## src/rtl/smi_pkg.sv

```systemverilog
// Shared constants, field widths and FSM encoding for the Clause-22 SMI/MDIO initiator.
package smi_pkg;

    localparam logic [1:0] ST_CODE  = 2'b01;
    localparam logic [1:0] OP_WRITE = 2'b01;
    localparam logic [1:0] OP_READ  = 2'b10;
    localparam logic [1:0] TA_WRITE = 2'b10;

    localparam int PHY_W       = 5;
    localparam int REG_W       = 5;
    localparam int DATA_W      = 16;
    localparam int HDR_CELLS   = 14;
    localparam int TA_CELLS    = 2;
    localparam int FIELD_CELLS = 32;

    typedef enum logic [2:0] {
        IDLE = 3'd0,
        PRE  = 3'd1,
        HDR  = 3'd2,
        TA   = 3'd3,
        DATA = 3'd4,
        DONE = 3'd5
    } smi_state_t;

    function automatic int frameLen(input int preambleLen);
        return preambleLen + FIELD_CELLS;
    endfunction

endpackage

```

## src/rtl/smi_mdc_gen.sv

```systemverilog
// MDC generator: one cell is 2*MDC_DIV clocks, low half first; strobes mark the
// clock edges that start a cell (fall) and that raise MDC (rise, used for sampling).
module smi_mdc_gen #(
    parameter int MDC_DIV = 25
) (
    input  logic i_clk,
    input  logic i_rst,
    input  logic i_start,
    input  logic i_run,
    output logic o_mdc,
    output logic o_fallStrobe,
    output logic o_riseStrobe
);

    localparam int CW = $clog2(2 * MDC_DIV);
    localparam logic [CW-1:0] L_HALF_END = CW'(MDC_DIV - 1);
    localparam logic [CW-1:0] L_CELL_END = CW'(2 * MDC_DIV - 1);

    logic [CW-1:0] r_cnt;
    logic          r_mdc;

    // Restarting on every accept pins the cell phase to the accept cycle.
    always_ff @(posedge i_clk or posedge i_rst) begin
        if (i_rst) begin
            r_cnt <= '0;
            r_mdc <= 1'b0;
        end else if (i_start || !i_run) begin
            r_cnt <= '0;
            r_mdc <= 1'b0;
        end else if (r_cnt == L_CELL_END) begin
            r_cnt <= '0;
            r_mdc <= 1'b0;
        end else begin
            r_cnt <= r_cnt + 1'b1;
            if (r_cnt == L_HALF_END) begin
                r_mdc <= 1'b1;
            end
        end
    end

    assign o_mdc        = r_mdc;
    assign o_riseStrobe = i_run && (r_cnt == L_HALF_END);
    assign o_fallStrobe = i_run && (r_cnt == L_CELL_END);

endmodule

```

## src/rtl/smi_master.sv

```systemverilog
// Clause-22 SMI/MDIO management-station: serialises read/write frames on MDIO
// and returns a one-cycle response with read data and a turnaround-error flag.
module smi_master
    import smi_pkg::*;
#(
    parameter int MDC_DIV      = 25,
    parameter int PREAMBLE_LEN = 32
) (
    input  logic              clk_125,
    input  logic              rst,
    input  logic              cmd_valid,
    output logic              cmd_ready,
    input  logic              cmd_write,
    input  logic [PHY_W-1:0]  cmd_phy_addr,
    input  logic [REG_W-1:0]  cmd_reg_addr,
    input  logic [DATA_W-1:0] cmd_wdata,
    output logic              rsp_valid,
    output logic [DATA_W-1:0] rsp_rdata,
    output logic              rsp_ta_err,
    output logic              busy,
    output logic              mdc,
    output logic              mdout,
    output logic              mdout_en,
    input  logic              mdin
);

    localparam bit         L_NO_PRE     = (PREAMBLE_LEN == 0);
    localparam logic [6:0] L_HDR_START  = 7'(PREAMBLE_LEN);
    localparam logic [6:0] L_TA_START   = 7'(PREAMBLE_LEN + HDR_CELLS);
    localparam logic [6:0] L_TA_CHECK   = 7'(PREAMBLE_LEN + HDR_CELLS + 1);
    localparam logic [6:0] L_DATA_START = 7'(PREAMBLE_LEN + HDR_CELLS + TA_CELLS);
    localparam logic [6:0] L_LAST       = 7'(frameLen(PREAMBLE_LEN) - 1);

    smi_state_t        r_state;
    logic [6:0]        r_cell;
    logic [31:0]       r_tx;
    logic [DATA_W-1:0] r_rx;
    logic [DATA_W-1:0] r_rdata;
    logic              r_write;
    logic              r_taErr;
    logic              r_rspTaErr;
    logic              r_mdout;
    logic              r_mdoutEn;

    logic              w_accept;
    logic              w_run;
    logic              w_fall;
    logic              w_rise;
    logic [6:0]        w_cellNext;
    logic [31:0]       w_frame;

    assign cmd_ready  = (r_state == IDLE) || (r_state == DONE);
    assign busy       = ~cmd_ready;
    assign w_accept   = cmd_valid && cmd_ready;
    assign w_run      = (r_state == PRE) || (r_state == HDR) || (r_state == TA) || (r_state == DATA);
    assign w_cellNext = r_cell + 7'd1;

    // Read frames carry all-ones in the TA/DATA slots; those cells are never driven.
    assign w_frame = {ST_CODE, (cmd_write ? OP_WRITE : OP_READ), cmd_phy_addr, cmd_reg_addr,
                      (cmd_write ? TA_WRITE : 2'b11), (cmd_write ? cmd_wdata : 16'hFFFF)};

    smi_mdc_gen #(
        .MDC_DIV(MDC_DIV)
    ) u_mdcGen (
        .i_clk       (clk_125),
        .i_rst       (rst),
        .i_start     (w_accept),
        .i_run       (w_run),
        .o_mdc       (mdc),
        .o_fallStrobe(w_fall),
        .o_riseStrobe(w_rise)
    );

    always_ff @(posedge clk_125 or posedge rst) begin
        if (rst) begin
            r_state    <= IDLE;
            r_cell     <= '0;
            r_tx       <= '0;
            r_rx       <= '0;
            r_rdata    <= '0;
            r_write    <= 1'b0;
            r_taErr    <= 1'b0;
            r_rspTaErr <= 1'b0;
            r_mdout    <= 1'b1;
            r_mdoutEn  <= 1'b0;
        end else begin
            if (w_accept) begin
                r_write   <= cmd_write;
                r_cell    <= '0;
                r_taErr   <= 1'b0;
                r_mdoutEn <= 1'b1;
                if (L_NO_PRE) begin
                    r_state <= HDR;
                    r_mdout <= w_frame[31];
                    r_tx    <= {w_frame[30:0], 1'b1};
                end else begin
                    r_state <= PRE;
                    r_mdout <= 1'b1;
                    r_tx    <= w_frame;
                end
            end else if (w_fall) begin
                if (r_cell == L_LAST) begin
                    r_state    <= DONE;
                    r_mdout    <= 1'b1;
                    r_mdoutEn  <= 1'b0;
                    r_rdata    <= r_write ? '0 : r_rx;
                    r_rspTaErr <= ~r_write & r_taErr;
                end else begin
                    r_cell    <= w_cellNext;
                    r_mdoutEn <= r_write | (w_cellNext < L_TA_START);
                    if ((r_state == PRE) && (w_cellNext != L_HDR_START)) begin
                        r_mdout <= 1'b1;
                    end else begin
                        r_mdout <= r_tx[31];
                        r_tx    <= {r_tx[30:0], 1'b1};
                    end
                    case (r_state)
                        PRE:     if (w_cellNext == L_HDR_START)  r_state <= HDR;
                        HDR:     if (w_cellNext == L_TA_START)   r_state <= TA;
                        TA:      if (w_cellNext == L_DATA_START) r_state <= DATA;
                        default: ;
                    endcase
                end
            end else if (r_state == DONE) begin
                r_state <= IDLE;
            end

            // Only the second TA cell is checked; the first is the bus hand-over.
            if (w_rise) begin
                if ((r_state == TA) && (r_cell == L_TA_CHECK)) begin
                    r_taErr <= mdin;
                end
                if (r_state == DATA) begin
                    r_rx <= {r_rx[DATA_W-2:0], mdin};
                end
            end
        end
    end

    assign rsp_valid  = (r_state == DONE);
    assign rsp_rdata  = r_rdata;
    assign rsp_ta_err = r_rspTaErr;
    assign mdout      = r_mdout;
    assign mdout_en   = r_mdoutEn;

endmodule

```

## config.mk

```make
export PLATFORM = sky130hd
export DESIGN_NAME = smi_master
export DESIGN_NICKNAME = d
export VERILOG_FILES = /design/src/rtl/smi_pkg.sv /design/src/rtl/smi_mdc_gen.sv /design/src/rtl/smi_master.sv
export SDC_FILE = /design/constraint.sdc
export NUM_CORES = 1
export LEC_CHECK = 0
export CAP_MARGIN = 25
export CORE_ASPECT_RATIO = 1.25
export CORE_MARGIN = 2
export CORE_UTILIZATION = 55
export CTS_CLUSTER_SIZE = 25
export DETAILED_ROUTE_END_ITERATION = 8
export GPL_TIMING_DRIVEN = 0
export PLACE_DENSITY = 0.77
export REMOVE_ABC_BUFFERS = 1
export SYNTH_ARGS = -nofsm -noshare
export SYNTH_HDL_FRONTEND = slang
export SYNTH_SLANG_ARGS = --single-unit
```

## constraint.sdc

```tcl
create_clock -name clk_125 -period 3.8 [get_ports clk_125]
set_clock_uncertainty 0.2 [all_clocks]
set_input_delay 0.76 -clock clk_125 [delete_from_list [all_inputs] [get_ports clk_125]]
set_output_delay 0.76 -clock clk_125 [all_outputs]
set_load 0.05 [all_outputs]
```

# == Word-level counts from Yosys, hierarchy flattened ==
# Index checks and enable logic that the tools add are counted.
# word_totals
output_inout_bits,23
wordCells,93
input_bits,31
reg_bits,86
# op_classes
add_sub_neg,2
bitwise,5
order_cmp,1
reduce_logical,20
n_eq_ne,19
n_mux,34
# ops
operator,count
$mux 32,4
$eq 7x6->1 const B,5
$mux 16,2
$mux 3,7
$mux 7,3
$ne 5x4->1 const B,3
$mux 1,14
$mux 6,2
$pmux 3 s3,1
$add 7x1->7 const B,1
$lt 7x6->1 const B,1
$ne 7x6->1 const B,1
$add 6x1->6 const B,1
$eq 3x2->1 const B,2
$eq 3x3->1 const B,2
$eq 6x5->1 const B,1
$eq 6x6->1 const B,1
$ne 6x5->1 const B,1
$reduce_and 3->1,2
$reduce_bool 3->1,2
$logic_and 1x1->1,5
$logic_or 1x1->1,5
$reduce_and 5->1,1
$ne 2x1->1 const B,2
9 further kinds,12

# == Longest topological paths before layout ==
# logic_depth
ltp_word,7
depth_mapped,10
mapped_depth_nobuf,8

# == Cells and area by module ==
# Synthesis repeated with hierarchy kept, for this count alone.
# unflattened
cells_unflattened,447
hier_area_um2,4269.1
# by_module_without_submodules
module,cells_each,seq_area_each_um2,instances,area_per_inst_um2
smi_master,409,1978.1,1,3900.0
smi_mdc_gen,38,175.2,1,369.1

# == Least setup slack after synthesis ==
# OpenSTA, ideal clock, no wires.
# synth_path
path_kind,reg2out
startpoint,reg r_state[0]
endpoint,out busy
stages_incl_launch_ff,5
arrival_time_ns,2.533
path_buffers,1
slack_ns,0.307
t_required_ns,2.840
cell_sequence,dfrtp_1 clkbuf_2 nor2b_1 nor3_1 inv_1
# synth_between
elab_chain_len,3
word_cells_on_any_way,4
classes_between,1 x eq/ne; 1 x bitwise; 2 x reduce/logical
# synth_rtl
element,line,rtl
from (decl),smi_master.sv:34,smi_state_t r_state;
from (signal assigned),smi_master.sv:76,r_state <= IDLE;
from (signal assigned),smi_master.sv:93,r_state <= HDR;
from (signal assigned),smi_master.sv:97,r_state <= PRE;
$eq 3x3->1 / $logic_not 3->1 (equally long branches),smi_master.sv:52,assign cmd_ready = (r_state == IDLE) || (r_state == DONE);
$logic_or 1x1->1 *,smi_master.sv:52,
via cmd_ready,smi_master.sv:12,"output logic cmd_ready,"
$not 1->1 *,smi_master.sv:53,assign busy = ~cmd_ready;
to (decl),smi_master.sv:20,"output logic busy,"
# The timed path passes the listed nets; every way through them passes the cells marked *.

# == Final worst setup path ==
# layout_path
startpoint,reg r_state[0]
endpoint,out cmd_ready
# layout_between
elab_chain_len,2
word_cells_on_any_way,3
classes_between,1 x eq/ne; 2 x reduce/logical
# layout_rtl
element,line
$eq 3x3->1 / $logic_not 3->1 (equally long branches),smi_master.sv:52
$logic_or 1x1->1 *,smi_master.sv:52
to (decl),smi_master.sv:12
# Mark *: on every way between the ends. The rest lies on a longest branch, timed or not.

==> implementation parameters <==
Parameter                              Value

CTS
  CTS HTree Levels ... 3
  TritonCTS clock tree ... done
  TritonCTS sink count ... 86
  Clock latency reported for the late side of the worst-skew pair ... 0.35 ns
  Post-CTS setup buffers ... 0
  Number of cells upsized or downsized after cts ... 0
  Hold-fix buffer count after cts ... 0
  Clk slew on worst S/H paths ... 0.08 ns
  Worst-case clock buffer depth ... 2
  CTS Buf Count ... 9
  CTS Root Buffer Type ... clkbuf_8

GRT
  Global-route wire length before repair ... 13700 um
  Number of global-route vias before repair ... 3031
  Initial antenna violation count ... 0
  Residual overflow from global routing ... 0
  Maximum number of pins on one net before global-route repair ... 66
  Global router's overall resource usage ... 19.8%

Setup path
  Reg-to-reg critical path endpoint ... r_state[1]$_DFFE_PP0P_
  Endpoint required time on the critical path ... 2.84 ns
  Setup slack of the most critical reg-to-reg path ... 0.65 ns
  Arrival time at the worst endpoint ... 2.52 ns
  Worst-path fanout max ... 12
  Critical path type ... flip-flop to primary output
  Critical Path Start Type ... flip-flop
  Reg-to-reg critical path startpoint ... r_state[1]$_DFFE_PP0P_
  Worst R2R Path Depth ... 6
  Critical Path End Type ... primary output

Final layout
  Final core utilization ... 65.7%
  Area growth from synthesis to layout ... 17.4%
  Nets@finish ... 507
  Number of fillers in the final layout ... 624
  Fraction of layout instances using a drive strength above 1 ... 8.82%
  Antenna diode count ... 0

Detailed routing
  Drt initial violations ... 175
  Routed vias/inst ... 5.44
  Routed wire length per instance ... 13.6 um
  Count of vias placed by the detailed router ... 3108
  DRT antenna net count ... 0
  Total routed wirelength ... 7790 um
  First-pass iteration count of the detailed router ... 4
  Residual DRC ... 0

Placement
  HPWL Detailed ... 5290 um
  Number of I/O port buffers ... 53
  Placer congestion estimate ... 0.868

Synth
  Post-synthesis area per instance ... 9.78 um2
  Cells taking the most area after synthesis ... dfrtp_1 (50%), o21ai_0 (7.2%), nand2_1 (4.7%)
  Proportion of netlist area held by the largest area contributor ... 49.6%
  Fraction of the yosys area taken by sequential cells ... 50.3%
  Post-synth EDFFs ... 0
  Library cell occupying the most area in the post-synthesis netlist ... dfrtp_1
  #FFs+latches synth ... 86
  Cell area after synthesis ... 4280 um2
  Cell variety after synth ... 55
  Most used flip-flop cell after synthesis ... dfrtp_1
  Synthesized instance count ... 438
  Synthesis warning total ... 0
  Share of flip-flops with an asynchronous set or reset after synthesis ... 100%

Power
  Post-route total power ... 1.67 mW
  Worst IR Drop VDD ... 0.000243 V
  Pwr per Cell Area ... 332 nW/um2
  Leakage power summed over all cells ... 2.21 nW

Status
  Run status ... finished, final reports clean

STA
  Pins Over Slew Limit ... 0
  Maximum frequency from static timing analysis ... 0.287 GHz
  Count of endpoints failing hold in the final timing report ... 0
  Unrepaired setup endpoints after global routing ... false
  Final sum of negative setup slack ... 0 ns
  Transition at the pin with the smallest max-transition slack ... 0.971 ns
  Max-Slew Margin vs Limit ... 35.1%
  Final period demand of the worst path ... 3.48 ns
  Number of setup violations in the final report ... 0
  Period Utilization, post-route ... 91.7%

Worst hold path
  Cell depth of the worst min-delay path ... 2
  Terminating pin of the worst hold path ... rsp_rdata[13]$_DFFE_PP0P_
  Type of the worst min-delay path ... flip-flop to flip-flop
  Worst min-delay path startpoint ... rsp_rdata[13]$_DFFE_PP0P_

Die
  Core Box Area ... 7660 um2
  X dimension of the die ... 82.9 um
  Height of the die ... 103 um
  Initial Utilization ... 55.9%
  Count of standard-cell rows ... 36
  Ports placed on the boundary ... 54
  Die ar. ... 8520 um2

Run
  Max-cap viol count ... 0
## worst max-delay path by stage
stage | start | to | slack [ns] | depth (start not counted)
final | r_state[0]$_DFFE_PP0P_ | cmd_ready | 0.32 | 3
after global routing | r_state[0]$_DFFE_PP0P_ | cmd_ready | 0.18 | 3
after CTS | r_state[0]$_DFFE_PP0P_ | cmd_ready | 0.32 | 3
after detailed placement | r_state[1]$_DFFE_PP0P_ | r_state[1]$_DFFE_PP0P_ | 0.65 | 6
after global placement | rst | u_mdcGen.r_cnt[0]$_DFF_PP0_ | -0.70 | 2
after floorplan | r_state[0]$_DFFE_PP0P_ | r_tx[10]$_DFFE_PP0P_ | -0.29 | 6
## cell usage in the layout, fill, tap and decap left out, drive strengths merged, types with 12 or more instances in the layout
| master | count |
|---|---|
| dfrtp | 85 |
| o21ai | 63 |
| nand2 | 55 |
| clkdlybuf4s50 | 53 |
| nor2 | 29 |
| nand2b | 21 |
| a21oi | 20 |
| mux2 | 17 |
| nand3b | 16 |
| mux2i | 15 |
| inv | 12 |
## through the flow
| step | cells | setup slack (ns) | area, um2 | hold slack, ns |
|---|---|---|---|---|
| after floorplan | 405 | -0.292 | 4120 | 0.245 |
| after global placement | 553 | -0.703 | 4770 | 0.260 |
| after detailed placement | 555 | 0.650 | 4820 | 0.269 |
| after CTS | 571 | 0.323 | 5030 | 0.287 |
| after global routing | 571 | 0.178 | 5030 | 0.310 |
| final | 571 | 0.316 | 5030 | 0.280 |
## layer usage
layer  part of all wire [%]  vias to the layer above  global-route usage (%)
li1                       -                     1574                       -
met1                     46                     1469                    24.8
met2                     49                       54                    33.2
met3                    3.1                       11                    3.36
met4                    1.7                        0                    10.6
met5                      0                        -                       0
## power breakdown
part           internal (mW)  switching, mW  total [mW]
Sequential             0.916       0.000719       0.916
Clock                  0.372          0.322       0.694
Combinational         0.0335         0.0256      0.0591
Total                   1.32          0.349        1.67
## worst max-delay path: stages, from the launching register on
cell	delay [ns]
dfrtp_1	0.53
nor2b_1	0.25
nor3_1	0.48
clkdlybuf4s50_1	0.91
## state kept, by name, indices dropped and copies added, names as in the netlist
signal / cells
mdout: 1
mdout_en: 1
r_cell: 7
r_rx: 16
r_state: 3
r_taErr: 1
r_tx: 32
r_write: 1
rsp_rdata: 16
rsp_ta_err: 1
u_mdcGen.o_mdc: 1
u_mdcGen.r_cnt: 6
## cell families after synthesis
logic type	after synthesis	share of synthesized area (%)
AND/OR/NAND/NOR	157	19.0
XOR/XNOR	7	1.43
adder cells (fa/ha/maj)	5	1.46
buffers and inverters	44	4.88
flip-flops	86	50.3
multiplexers	32	8.85
AO/OA/AOI/OAI	107	14.1
## synthesized netlist by cell type (all sizes together) (2+ instances only)
cell type / number
and2: 3
nor3: 6
nor4b: 2
mux2i: 15
xor2: 2
a21oi: 20
mux2: 17
nand2: 55
nor2b: 4
nand3b: 16
inv: 11
xnor2: 5
clkbuf: 18
nand3: 9
and3: 4
o21ai: 63
buf: 15
o31ai: 4
o22ai: 3
o21bai: 2
nand2b: 21
nor2: 29
o211ai: 2
ha: 5
dfrtp: 85
a31oi: 2
## final cells by class
class                           count  area, um2  area share [%]
Inverter                           11       43.8           0.871
Clock buffer                       11        131            2.61
Tap cell                           95        119            2.36
Sequential cell                    86       2150            42.8
Timing Repair Buffer               55        573            11.4
Multi-Input combinational cell    308       1930            38.3
Clock inverter                      5       81.3            1.62
No activity file was read; power rests on OpenSTA's default activity.
